[src/rtl/rr_arbiter_n.sv]
// rtl/rr_arbiter_n.sv - N-master arbiter onto a single request/ack slave port
// Round-robin or fixed-priority selection, one outstanding transaction, optional ack timeout.
module rr_arbiter_n #(
    parameter int N_MASTERS = 4,
    parameter int DATA_W    = 32,
    parameter int TIMEOUT   = 255,
    parameter int PRIO_MODE = 0,
    localparam int SEL_W    = $clog2(N_MASTERS)
) (
    input  logic                          clk_arb,
    input  logic                          rst,
    input  logic [N_MASTERS-1:0]          m_req,
    input  logic [N_MASTERS*DATA_W-1:0]   m_data,
    output logic [N_MASTERS-1:0]          m_ack,
    output logic [N_MASTERS-1:0]          m_err,
    output logic                          s_req,
    output logic [DATA_W-1:0]             s_data,
    output logic [SEL_W-1:0]              s_sel,
    input  logic                          s_ack,
    output logic                          busy
);

    localparam int TMR_W = (TIMEOUT > 0) ? $clog2(TIMEOUT + 1) : 1;
    localparam logic [TMR_W-1:0] TMO_SAT  = TMR_W'(TIMEOUT);
    localparam logic [TMR_W-1:0] TMO_LAST = TMR_W'((TIMEOUT > 0) ? TIMEOUT - 1 : 0);

    typedef enum logic [0:0] {
        ST_IDLE = 1'b0,
        ST_REQ  = 1'b1
    } state_t;

    state_t               r_state;
    logic [SEL_W-1:0]     r_ptr;
    logic [TMR_W-1:0]     r_timer;
    logic                 r_s_req;
    logic                 r_busy;
    logic [SEL_W-1:0]     r_sel;
    logic [DATA_W-1:0]    r_data;
    logic [N_MASTERS-1:0] r_m_ack;
    logic [N_MASTERS-1:0] r_m_err;

    logic [N_MASTERS-1:0] w_ge_mask;
    logic [N_MASTERS-1:0] w_masked;
    logic [SEL_W-1:0]     w_winner;
    logic [SEL_W-1:0]     w_next_ptr;
    logic [N_MASTERS-1:0] w_grant_1h;
    logic                 w_timeout;

    function automatic logic [SEL_W-1:0] f_lowest(input logic [N_MASTERS-1:0] v);
        logic [SEL_W-1:0] idx;
        idx = '0;
        for (int i = N_MASTERS - 1; i >= 0; i--) begin
            if (v[i]) idx = SEL_W'(i);
        end
        return idx;
    endfunction

    // Requests at or above ptr win first; if none, wrap to the lowest requester.
    always_comb begin
        w_ge_mask = '0;
        for (int i = 0; i < N_MASTERS; i++) begin
            w_ge_mask[i] = (i >= int'(r_ptr));
        end
        w_masked = m_req & w_ge_mask;
        if (PRIO_MODE != 0) begin
            w_winner = f_lowest(m_req);
        end else if (|w_masked) begin
            w_winner = f_lowest(w_masked);
        end else begin
            w_winner = f_lowest(m_req);
        end
    end

    assign w_next_ptr = (int'(r_sel) == N_MASTERS - 1) ? '0 : r_sel + 1'b1;
    assign w_grant_1h = {{(N_MASTERS-1){1'b0}}, 1'b1} << r_sel;
    assign w_timeout  = (TIMEOUT > 0) && (r_timer == TMO_LAST);

    always_ff @(posedge clk_arb) begin
        if (rst) begin
            r_state <= ST_IDLE;
            r_ptr   <= '0;
            r_timer <= '0;
            r_s_req <= 1'b0;
            r_busy  <= 1'b0;
            r_sel   <= '0;
            r_data  <= '0;
            r_m_ack <= '0;
            r_m_err <= '0;
        end else begin
            r_m_ack <= '0;
            r_m_err <= '0;
            case (r_state)
                ST_IDLE: begin
                    if (|m_req) begin
                        r_state <= ST_REQ;
                        r_s_req <= 1'b1;
                        r_busy  <= 1'b1;
                        r_sel   <= w_winner;
                        r_data  <= m_data[int'(w_winner)*DATA_W +: DATA_W];
                        r_timer <= '0;
                    end
                end
                ST_REQ: begin
                    // Ack wins over a timeout landing in the same cycle.
                    if (s_ack || w_timeout) begin
                        r_state <= ST_IDLE;
                        r_s_req <= 1'b0;
                        r_busy  <= 1'b0;
                        r_ptr   <= w_next_ptr;
                        r_timer <= '0;
                        if (s_ack) begin
                            r_m_ack <= w_grant_1h;
                        end else begin
                            r_m_err <= w_grant_1h;
                        end
                    end else if (r_timer != TMO_SAT) begin
                        r_timer <= r_timer + 1'b1;
                    end
                end
                default: begin
                    r_state <= ST_IDLE;
                end
            endcase
        end
    end

    assign m_ack  = r_m_ack;
    assign m_err  = r_m_err;
    assign s_req  = r_s_req;
    assign s_data = r_data;
    assign s_sel  = r_sel;
    assign busy   = r_busy;

endmodule

[config.mk]
export PLATFORM = sky130hd
export DESIGN_NAME = rr_arbiter_n
export DESIGN_NICKNAME = d
export VERILOG_FILES = /design/src/rtl/rr_arbiter_n.sv
export SDC_FILE = /design/constraint.sdc
export NUM_CORES = 1
export LEC_CHECK = 0
export ABC_AREA = 1
export CORE_ASPECT_RATIO = 1.5
export CORE_UTILIZATION = 42
export DETAILED_ROUTE_END_ITERATION = 10
export GPL_TIMING_DRIVEN = 1
export PLACE_DENSITY = 0.9
export SYNTH_ARGS = -nofsm -noshare
export SYNTH_HDL_FRONTEND = slang
export SYNTH_SLANG_ARGS = --single-unit
[constraint.sdc]
create_clock -name clk_arb -period 2.3 [get_ports clk_arb]
set_clock_uncertainty 0.2 [all_clocks]
set_input_delay 0.23 -clock clk_arb [delete_from_list [all_inputs] [get_ports clk_arb]]
set_output_delay 0.23 -clock clk_arb [all_outputs]
set_load 0.02 [all_outputs]
-- Word level (Yosys, flattened, before mapping)
Cells that the tools add are included.
W data, S select, Z words.
- add/sub/neg operators: 2
- order comparisons: 3
- equal/unequal tests: 6
- shift operators: 2
- muxes and demuxes: 20
- bitwise gates (word level): 4
- reduce and logical (&&, ||, !) cells: 9
- operators with widths (cell ; count):
    $shiftx A128 B8 Y32 ; 1
    $mux W8 ; 3
    $mux W2 ; 10
    $pmux W8 S2 ; 1
    $reduce_or A4 Y1 ; 4
    $add A8 B1 Y8 const B ; 1
    $eq A8 B8 Y1 const B ; 1
    $ne A8 B8 Y1 const B ; 1
    $reduce_and A2 Y1 ; 4
    $and A4 B4 Y4 ; 1
    $ge A1 B2 Y1 const A ; 2
    $mux W1 ; 4
    $pmux W1 S2 ; 2
    $shl A1 B2 Y4 const A ; 1
    $ne A3 B1 Y1 const B ; 1
    $not A1 Y1 ; 3
    $add A2 B1 Y2 const B ; 1
    $eq A2 B1 Y1 const B ; 1
    $ge A2 B2 Y1 const A ; 1
    $ne A2 B1 Y1 const B ; 1
    $ne A2 B2 Y1 const B ; 1
    $logic_or A1 B1 Y1 ; 1
- flip-flop bits (word level): 54
- word-level logic and storage cells: 54

-- Depth between registers and ports, before layout
Gate-level depths: netlist of the first run.
- depth in word-level cells: 8
- mapped depth: 13
- mapped depth without buffers: 11

-- Least setup slack after synthesis of the first run
No wires, ideal clock.
- kind: register to register
- start point: register r_ptr[1]
- end point: register r_data[31], in the netlist s_data[31]
- setup time: 109 ps
- data arrival time: 1324 ps
- required time: 1991 ps
- slack: 667 ps
- stages on the path, launching flop included: 12
- buffers on the path: 2
- path through: dfxtp_1 nor2_1 a21oi_4 nand3_1 nand2_1 buf_4 buf_6 nand2_1 nand3_1 nand3_1 nand2_1 inv_1
- word-level cells in the longest chain between the ends: 7
- RTL lines (what ; RTL line ; text):
    from (decl) ; 33 ; logic [SEL_W-1:0] r_ptr;
    from (signal assigned) ; 109 ; r_ptr <= w_next_ptr;
    $ge A2 B2 Y1 ; 62 ; w_ge_mask[i] = (i >= int'(r_ptr));
    $and A4 B4 Y4 (*) ; 64 ; w_masked = m_req & w_ge_mask;
    $mux W2 (3 in series) ; 53 ; if (v[i]) idx = SEL_W'(i);
    $mux W2 (*) ; 67 ; end else if (|w_masked) begin
    $shiftx A128 B8 Y32 (*) ; 99 ; r_data <= m_data[int'(w_winner)*DATA_W +: DATA_W];
    to (signal assigned) ; 99 ;
    to (decl) ; 38 ; logic [DATA_W-1:0] r_data;
Every way passes the cells marked *; elsewhere a longest branch is shown, timed or not.
A chain may end at the register's enable or synchronous reset.

-- Worst setup path in the final report of the first run
- start point: input m_req[1]
- end point: register r_data[14], in the netlist s_data[14]
- word-level cells in the longest chain between the ends: 5
- RTL lines (what ; RTL line ; text):
    from (decl) ; 12 ; input logic [N_MASTERS-1:0] m_req,
    $and A4 B4 Y4 ; 64 ;
    $mux W2 (2 in series) ; 53 ;
    $mux W2 ; 67 ;
    $shiftx A128 B8 Y32 ; 99 ;
Parallel ways exist; a longest one is shown, timed or not.

==> out/metrics.yaml, run 1 <==
yosys:
  avgSynthCellArea_um2: 5.75
  synth_edf_count: 0
  syn_nets: 814
  ys_seq_elements: 54
  syn_area_um2: 3870
  yosys.area.top_type: "dfxtp_1"
  ys.flop_type: "dfxtp_1"
  ys_warn_count: 0
  synth_cell_types: 26
  ys_async_sr_fraction: 0
  synth_seq_area_share: 0.279
  postSynthCellCount: 673
  synth_top_area_frac: 0.279
  synthTopCellsByArea: "dfxtp_1 (28%), nand3_1 (22%), inv_1 (17%), nand2_1 (15%), nor2_1 (3.9%)"
floorplan:
  coreArea_um2: 8880
  rows: 42
  die_x_um: 80.4
  dieHeight_um: 120
  die_area_um2: 9610
  start_util: 0.436
  ios: 179
clocking:
  cts_tree: "built"
  post-cts-setup-buffers: 0
  numCtsBuffers: 5
  clockBufferDepth: 2
  cts-root-buf: "clkbuf_16"
  ctsHoldBuffers: 0
  h-tree-depth: 2
  post_cts_resized: 0
  clk_pin_slew_ns: 0.08
  clock_insertion_delay_worst_skew_ns: 0.30
  clock_sinks: 54
global_routing:
  grt_max_degree: 37
  antenna_found_initial: 0
  gr-usage-all-layers: 0.252
  grt_pass1_wl_um: 19100
  grt-ovfl-total: 0
  first_global_vias: 4212
setup_path:
  worstRegToRegCells: 9
  crit_type: "in2reg"
  critPathCaptureType: "flop"
  cp_max_fo: 34
  crit_path_start_kind: "primary input"
  critPathRequiredTime_ns: 2.30
  cp.arrival_ns: 1.95
sta:
  fin_hold_ws_ns: 0.287
  hold_viol_final: 0
  finalSetupTns_ns: 0
  fin_crit_sh: 0.847
  min_period_ns: 1.95
  setup_violations: 0
  drv_slew: 0
  relSlewSlack: 0.655
  rsz0062_at_grt: "no"
  worst_pin_slew_ns: 0.517
  fmax_ghz: 0.513
power:
  p_leak_nw: 3.16
  total_power_w: 0.00309
  ir_worst_vdd_mv: 0.302
  power_density_nw_per_um2: 521
final_layout:
  nFillCells: 788
  multi_input_area_um2: 1900
  area_growth_pct: 53.4
  antennaDiodeCount: 0
  final_cell_mix: "inv_1 (178), clkdlybuf4s50_1 (178), nand3_1 (169), nand2_1 (154), dfxtp_1 (54)"
  layout-drive-gt1-share: 0.0440
  register_area_um2: 1080
  num-nets-final: 980
placement:
  io_buffers: 178
  dp_hpwl_um: 9020
  routabilityCongestion: 0.953
route:
  vias: 4521
  drt_iter0_drc: 266
  drc_errors: 0
  drtPass1Iterations: 7
  drtAntennaViolNets: 0
  wl_um: 11900
  routedWlPerCell_um: 12.5
  viasPerCell: 4.76
outcome:
  status: "completed"
worst_hold_path:
  hold_class: "reg2reg"
  holdPathStages: 2
flow_run:
  max-cap-violations: 0
[layout make-up]
type / instances / share of cell area
Clock inverter: 3 / 0.00801
Multi-Input combinational cell: 404 / 0.320
Tap cell: 110 / 0.0232
Inverter: 179 / 0.113
Sequential cell: 54 / 0.182
Clock buffer: 5 / 0.0211
Timing Repair Buffer: 195 / 0.332
[metal layers]
metal  global-route usage  wire (um)
met1                0.280       4640
met2                0.452       5990
met3               0.0456        797
met4                0.115        455
met5                    0          0
[cell usage after synthesis (2+ instances only)]
library cell	count
nand2_2	3
ha_1	6
a21oi_4	2
nor2_1	40
buf_2	23
inv_1	178
dfxtp_1	54
o21ai_0	2
nand3_1	170
xor2_1	5
buf_6	5
buf_4	6
clkbuf_1	2
nor3_1	2
nand4_1	2
nand2_1	155
a21oi_1	9
[through the flow]
stage                     area [um^2]  setup WS (ns)  std cells   util
final                            5940          0.352        950  0.668
after global routing             5940          0.185        950  0.668
after CTS                        5940          0.375        950  0.668
after detailed placement         5760         0.0580        942  0.649
after global placement           5760          0.128        942  0.649
after floorplan                  3870          0.667        673      -
[worst max-delay path, cell delays in order]
cell and delay (ns):
clkdlybuf4s50_1 0.47, inv_1 0.06, nor2_1 0.21, a21oi_4 0.08, nand3_2 0.10, buf_4 0.34
nand3_1 0.16, nand3_1 0.12, nand3_1 0.07, nand2_1 0.06, inv_1 0.03
[sequential cells by signal (all words and copies together), names as in the netlist]
register / flops
busy: 1
m_ack: 4
m_err: 4
r_ptr: 2
r_state: 1
r_timer: 8
s_data: 32
s_sel: 2
[kinds of logic after synthesis]
| family | Yosys count | share of synthesized area |
|---|---|---|
| xor+xnor | 5 | 0.0113 |
| buf+inv | 215 | 0.232 |
| compound gates | 18 | 0.0320 |
| flops | 54 | 0.279 |
| fa+ha+maj | 6 | 0.0194 |
| simple gates | 375 | 0.426 |
[worst paths after layout]
path              startpoint          to  slack [ns]
setup reg to reg  r_timer[0]  r_timer[2]        0.40
hold reg to reg     r_ptr[0]    r_ptr[0]        0.29
hold / removal      r_ptr[0]    r_ptr[0]        0.29
setup / recovery    m_req[1]  s_data[14]        0.35
[power by group]
| part | internal [W] | total, W | switching [W] |
|---|---|---|---|
| Sequential | 0.00102 | 0.00107 | 0.0000507 |
| Combinational | 0.000566 | 0.00113 | 0.000566 |
| Clock | 0.000520 | 0.000894 | 0.000373 |
| Total | 0.00210 | 0.00309 | 0.000990 |
Power figures use the tool's default switching activity.
==> run 2: changes to the inputs <==
==> constraint.sdc (replaced) <==
create_clock -name clk_arb -period 1.8 [get_ports clk_arb]
set_clock_uncertainty 0.2 [all_clocks]
set_input_delay 0.18 -clock clk_arb [delete_from_list [all_inputs] [get_ports clk_arb]]
set_output_delay 0.18 -clock clk_arb [all_outputs]
set_load 0.02 [all_outputs]
==> run 2 against run 1 <==
Combinational power up 44%. Sequential power up 27%. Critical path type is now reg2reg. The flow now finishes with violations (setup timing). Non-clock buffer count up 21. Critical endpoint is now s_data[22]. Global-route usage up 1.3 points.
==> out/metrics.yaml, run 2 (same netlist as run 1, synthesis figures left out) <==
outcome:
  status: "complete, but fails checks"
  violations: "setup timing"
setup_path:
  cp_max_fo: 14  # -59%
  max_stage_delay_ns: 0.41  # -0.06 ns
  reg2reg_to: "s_data[22]"
  crit_path_start_kind: "flop"
  path_buf_inv: 2  # -2
  reg2reg_slack_ns: -0.01  # -0.41 ns
  critPathCaptureType: "flop"
  worstRegToRegCells: 10  # +1
  cp.arrival_ns: 1.81  # -0.14 ns
  crit_type: "reg2reg"
  cpMaxStageDelayCell: "dfxtp_4"
  cp_top_family: "simple AND/OR/NAND/NOR gates"
  crit_chain: "nand2_4 > a21oi_4 > nand3_4 > nand2_8 > clkbuf_16 > nand2_1 > nand3_1 > nand3_1 > nand2_1 > inv_1"
  crit_cells: 10  # -1
  critPathRequiredTime_ns: 1.80  # -0.50 ns
  r2r_start: "r_ptr[1]"
sta:
  setup_violations: 1  # +1
  rsz0062_at_grt: "yes"
  setup_ws_ns: -0.0140  # -0.366 ns
  min_period_ns: 1.81
  worst_pin_slew_ns: 0.396  # -0.121 ns
  fmax_ghz: 0.551
  relSlewSlack: 0.736  # +0.0809
  finalSetupTns_ns: -0.0140  # -0.0140 ns
  drv_slew: 0  # unchanged
  hold_viol_final: 0  # unchanged
  fin_crit_sh: 1.01
placement:
  io_buffers: 178  # unchanged
  routabilityCongestion: 0.904  # -5.1%
  dp_worst_setup_slack_ns: -0.350  # -0.408 ns
  dp_hpwl_um: 9360  # +3.8%
  dpl-instance-area_um2: 5910  # +2.5%
flow_run:
  max-cap-violations: 0  # unchanged
final_layout:
  area_growth_pct: 64.9
  final_core_util: 0.718  # +0.0500
  fin_area_um2: 6380  # +7.5%
  num-nets-final: 1001  # +2.1%
  largest_register_ffs: 32  # unchanged
  layout-drive-gt1-share: 0.106  # +0.0616
  final_common_cell: "inv_1"
  final_cell_mix: "inv_1 (176), clkdlybuf4s50_1 (174), nand3_1 (156), nand2_1 (143), dfxtp_1 (49)"
  nFillCells: 704  # -11%
floorplan:
  dieHeight_um: 120  # unchanged
  ios: 179  # unchanged
  rows: 42  # unchanged
  die_x_um: 80.4  # unchanged
  die_area_um2: 9610  # unchanged
  start_util: 0.436  # unchanged
  coreArea_um2: 8880  # unchanged
worst_hold_path:
  holdPathStages: 2  # unchanged
  hold_start: "r_timer[7]"
  min_to: "r_timer[7]"
  hold_class: "reg2reg"
route:
  drt_iter0_drc: 303  # +14%
  routedWlPerCell_um: 13.9  # +11%
  drtPass1Iterations: 6  # -1
  wl_um: 13500  # +14%
  drc_errors: 0  # unchanged
  drtAntennaViolNets: 0  # unchanged
  viasPerCell: 4.95  # +4.0%
  vias: 4812  # +6.4%
global_routing:
  grt-ovfl-total: 0  # unchanged
  grt_pass1_wl_um: 20000  # +4.8%
  grt_max_degree: 35  # -5.4%
  antenna_found_initial: 1  # +1
  gr-usage-all-layers: 0.265  # +0.0134
  first_global_vias: 4432  # +5.2%
clocking:
  clk_pin_slew_ns: 0.07  # about the same
  numCtsBuffers: 5  # unchanged
  h-tree-depth: 2  # unchanged
  cts-root-buf: "clkbuf_16"
  clockBufferDepth: 2  # unchanged
  clock_sinks: 54  # unchanged
  cts_tree: "built"
  clock_insertion_delay_worst_skew_ns: 0.30  # about the same
power:
  power_density_nw_per_um2: 624  # +20%
  p_leak_nw: 3.40  # +7.5%
  ir_worst_vdd_mv: 0.420  # +39%
  total_power_w: 0.00398  # +29%
==> run 2: cell count changes in the layout (fill, tap and decap cells not counted), moves of 3 or more <==
cell,previous run,this run
nand2_2,4,13
nand3_1,169,156
clkdlybuf4s50_1,178,174
dlymetal6s2s_1,0,4
nand3_2,1,13
nand2_1,154,143
dfxtp_1,54,49
dfxtp_2,0,4
buf_4,12,22
buf_12,5,8
clkbuf_16,5,10
==> run 2: worst max-delay path by stage <==
stage	start	endpoint
3_5_place_dp	m_req[2]	s_data[24]
6_report	r_ptr[1]	s_data[22]
2_1_floorplan	r_ptr[1]	s_data[31]
5_1_grt	r_ptr[1]	s_data[22]
3_3_place_gp	m_req[1]	s_data[7]
4_1_cts	s_sel[0]	s_sel[0]
==> run 2: worst reg2reg max path: cells and delay by family (launching register included) <==
| family | cells | cell delay, ns |
|---|---|---|
| AOI/OAI and AO/OA | 1 | 0.17 |
| DFF | 1 | 0.41 |
| buffers and inverters | 2 | 0.22 |
| and+or+nand+nor | 7 | 0.72 |
==> run 2: area by class of cell <==
type | count | area (um^2) | share of cell area
clock buffer | 5 | 125 | 0.0196
inverter | 179 | 672 | 0.105
multi-input combinational | 404 | 2050 | 0.321
timing repair buffer | 216 | 2280 | 0.357
sequential | 54 | 1090 | 0.171
tap | 110 | 138 | 0.0216
antenna | 1 | 2.50 | 0.000392
clock inverter | 3 | 25.0 | 0.00392
==> run 2: where the power goes <==
| group | internal, W | leakage [nW] | switching (W) |
|---|---|---|---|
| Clock | 0.000524 | 0.0704 | 0.000467 |
| Combinational | 0.000821 | 2.89 | 0.000804 |
| Sequential | 0.00130 | 0.447 | 0.0000669 |
==> run 2: per-stage QoR <==
| step | hold WS, ns | std cells |
|---|---|---|
| 6_report | 0.286 | 972 |
| 3_5_place_dp | 0.281 | 956 |
| 3_3_place_gp | 0.272 | 956 |
| 2_1_floorplan | 0.187 | 673 |
| 5_1_grt | 0.325 | 972 |
| 4_1_cts | 0.292 | 964 |
==> run 2: routing by layer <==
metal	GRT usage	vias to the layer above	share of wire
li1	-	2390	-
met1	0.282	2177	0.37
met2	0.487	193	0.52
met3	0.0517	52	0.062
met4	0.123	0	0.046
met5	0	-	0
==> run 2: timing repair <==
item                       CTS  global route
cloned                       0             5
gates resized for setup      5            45
pin swaps                    2             4
hold buffers                 0             0
setup endpoints to repair   31            42
buffers inserted             0             2
==> run 3: changes to the inputs <==
--- a/config.mk
+++ b/config.mk
@@ -7,10 +7,11 @@
 export LEC_CHECK = 0
 export ABC_AREA = 1
 export CORE_ASPECT_RATIO = 1.5
-export CORE_UTILIZATION = 42
+export CORE_UTILIZATION = 60
 export DETAILED_ROUTE_END_ITERATION = 10
+export DONT_BUFFER_PORTS = 1
 export GPL_TIMING_DRIVEN = 1
-export PLACE_DENSITY = 0.9
+export PLACE_DENSITY = 0.85
 export SYNTH_ARGS = -nofsm -noshare
 export SYNTH_HDL_FRONTEND = slang
 export SYNTH_SLANG_ARGS = --single-unit
==> constraint.sdc (replaced) <==
create_clock -name clk_arb -period 1.82 [get_ports clk_arb]
set_clock_uncertainty 0.2 [all_clocks]
set_input_delay 0.182 -clock clk_arb [delete_from_list [all_inputs] [get_ports clk_arb]]
set_output_delay 0.182 -clock clk_arb [all_outputs]
set_load 0.02 [all_outputs]
==> run 3 against run 2 <==
The run ends with hold timing, setup timing left. Clock power down 17%. Sequential share of layout area rose by 5.1 points. Utilization rose by 7.9 points. Register-to-register slack is essentially flat. Cell area fell by 23%. Via count is 3.5% lower. Maximum frequency down 0.71%. Global-route usage increased by 7.4 points. Critical endpoint is now s_data[21]. Highest routed layer unchanged.
==> out/metrics.yaml, run 3 (same netlist as run 1, synthesis figures left out) <==
floorplan:
  ios: 179  # unchanged
  dieHeight_um: 100  # -16%
  rows: 35  # -17%
  start_util: 0.627  # +0.191
  coreArea_um2: 6170  # -30%
  die_x_um: 67.6  # -16%
  die_area_um2: 6780  # -29%
setup_path:
  cpMaxStageDelayCell: "dfxtp_4"
  cp_max_fo: 24  # +10
  critPathCaptureType: "flop"
  crit_type: "reg2reg"
  critPathRequiredTime_ns: 1.84  # +0.04 ns
  cp.arrival_ns: 1.85  # +0.04 ns
  max_stage_delay_ns: 0.39  # -0.02 ns
  reg2reg_to: "s_data[21]"
  reg2reg_slack_ns: -0.007  # about the same
  crit_path_start_kind: "flop"
  crit_chain: "nand2_4 > a21oi_4 > nand3_4 > nand2_4 > clkbuf_16 > nand2_1 > nand3_1 > nand3_1 > nand2_1 > inv_1"
  worstRegToRegCells: 10  # unchanged
  r2r_start: "r_ptr[1]"
sta:
  setup_violations: 1  # unchanged
  min_period_ns: 1.83  # +0.0129 ns
  fmax_ghz: 0.547  # -0.71%
  fin_crit_sh: 1.00  # -0.00396
  worst_pin_slew_ns: 0.513  # +0.117 ns
  setup_ws_ns: -0.00694  # +0.00705 ns
  rsz0062_at_grt: "yes"
  drv_slew: 0  # unchanged
  relSlewSlack: 0.658  # -0.0783
  hold_viol_final: 15  # +15
  fin_hold_ws_ns: -0.284  # -0.570 ns
global_routing:
  grt_max_degree: 50  # +43%
  grt_pass1_wl_um: 17500  # -12%
  first_global_vias: 3980  # -10%
  grt-ovfl-total: 0  # unchanged
  antenna_found_initial: 0  # -1
  gr-usage-all-layers: 0.339  # +0.0741
route:
  drtPass1Iterations: 6  # unchanged
  drt_iter0_drc: 566  # +87%
  wl_um: 13100  # -3.1%
  viasPerCell: 5.74  # +16%
  drc_errors: 0  # unchanged
  drtAntennaViolNets: 0  # unchanged
  routedWlPerCell_um: 16.2  # +16%
  vias: 4645  # -3.5%
worst_hold_path:
  hold_class: "in2reg"
  hold_start: "rst"
  min_to: "r_timer[6]"
  holdPathStages: 1  # -1
final_layout:
  area_growth_pct: 27.3
  final_core_util: 0.798  # +0.0794
  num-nets-final: 875  # -13%
  layout-drive-gt1-share: 0.0939  # -0.0118
  final_cell_mix: "inv_1 (176), nand3_1 (164), nand2_1 (153), dlygate4sd3_1 (55), dfxtp_1 (50)"
  nFillCells: 421  # -40%
  antennaDiodeCount: 0  # -1
  largest_register_ffs: 32  # unchanged
  fin_area_um2: 4930  # -23%
  final_common_cell: "inv_1"
power:
  p_sw_frac: 0.363  # +0.0267
  seqPwrFrac: 0.433  # +0.090
  pwr-share-clk: 0.241  # -0.008
  ir_worst_vdd_mv: 0.535  # +27%
  power_density_nw_per_um2: 695  # +11%
  internal-power_w: 0.00218  # -17%
  p_leak_nw: 2.83  # -17%
  p_switching_w: 0.00124  # -7.1%
  power_frac_comb: 0.327  # -0.081
clocking:
  numCtsBuffers: 5  # unchanged
  ctsHoldBuffers: 55  # +55
  clockBufferDepth: 2  # unchanged
  cts-root-buf: "clkbuf_8"
  clock_insertion_delay_worst_skew_ns: 0.31  # about the same
  cts_tree: "built"
  h-tree-depth: 2  # unchanged
  clk_pin_slew_ns: 0.10  # +0.03 ns
  clock_sinks: 54  # unchanged
flow_run:
  max-cap-violations: 0  # unchanged
outcome:
  violations: "hold timing, setup timing"
  status: "complete, but fails checks"
placement:
  routabilityCongestion: 0.879  # -2.7%
  dpl-instance-area_um2: 3980  # -33%
  io_buffers: 0  # -100%
  dp_hpwl_um: 7580  # -19%
==> run 3: cell types whose count changed in the layout (fill, tap and decap cells not counted), sizes merged, moves of 2 or more <==
cell           change
clkdlybuf4s50    -174
dlygate4sd3       +55
dlymetal6s2s       -4
buf                -3
clkinvlp           +2
inv                -2
==> run 3: cell type report <==
type	count	area, um^2	share of cell area
inverter	179	676	0.137
tap	74	92.6	0.0188
multi-input combinational	405	1990	0.403
clock buffer	5	68.8	0.0140
clock inverter	3	45.0	0.00914
sequential	54	1090	0.221
timing repair buffer	89	967	0.196
==> run 3: timing repair <==
| action | CTS | global route |
|---|---|---|
| hold endpoints to repair | 48 | 15 |
| gates resized for setup | 1 | 28 |
| setup buffers | 0 | 5 |
| pin swaps | 1 | 6 |
| gates cloned | 1 | 5 |
| setup endpoints to repair | 26 | 34 |
==> run 3: through the flow <==
step                      TNS [ns]  worst slack, ns  hold slack [ns]  power (W)  instances
after global routing        -0.884          -0.0949           -0.292    0.00358        809
after floorplan                  0            0.187            0.189    0.00214        673
after global placement      -0.152          -0.0389           0.0530    0.00230        735
final                     -0.00694         -0.00694           -0.284    0.00343        809
after CTS                  -0.0765          -0.0210           -0.279    0.00324        799
after detailed placement    -0.770          -0.0640           0.0558    0.00233        735
==> run 3: worst max path at each step <==
stage                  to  depth (start not counted)  slack [ns]     start
2_1_floorplan  s_data[31]                         11        0.19  r_ptr[1]
3_3_place_gp    s_data[7]                          8       -0.04  r_ptr[1]
3_5_place_dp   s_data[12]                          8       -0.06  r_ptr[1]
4_1_cts        s_data[12]                         10       -0.02  r_ptr[1]
5_1_grt        s_data[21]                         10       -0.09  r_ptr[1]
6_report       s_data[21]                         10      -0.007  r_ptr[1]
==> run 3: worst max-delay path: cells and delay by family (launching register included) <==
family                 cells  cell delay (ns)
flip-flops                 1             0.39
buffers and inverters      2             0.26
AO/OA/AOI/OAI              1             0.22
AND/OR/NAND/NOR            7             0.65
==> run 3: power groups by stage <==
stage	clock network (W)	registers, W	logic (W)
6_report	0.000825	0.00148	0.00112
2_1_floorplan	0	0.00148	0.000665
5_1_grt	0.000870	0.00149	0.00122
3_3_place_gp	0	0.00150	0.000803
3_5_place_dp	0	0.00150	0.000827
4_1_cts	0.000829	0.00148	0.000931
==> run 3: routing by layer <==
metal / wire length, um / global-route usage
met1: 4350 / 0.335
met2: 6560 / 0.604
met3: 1370 / 0.0898
met4: 813 / 0.208
met5: 0 / 0
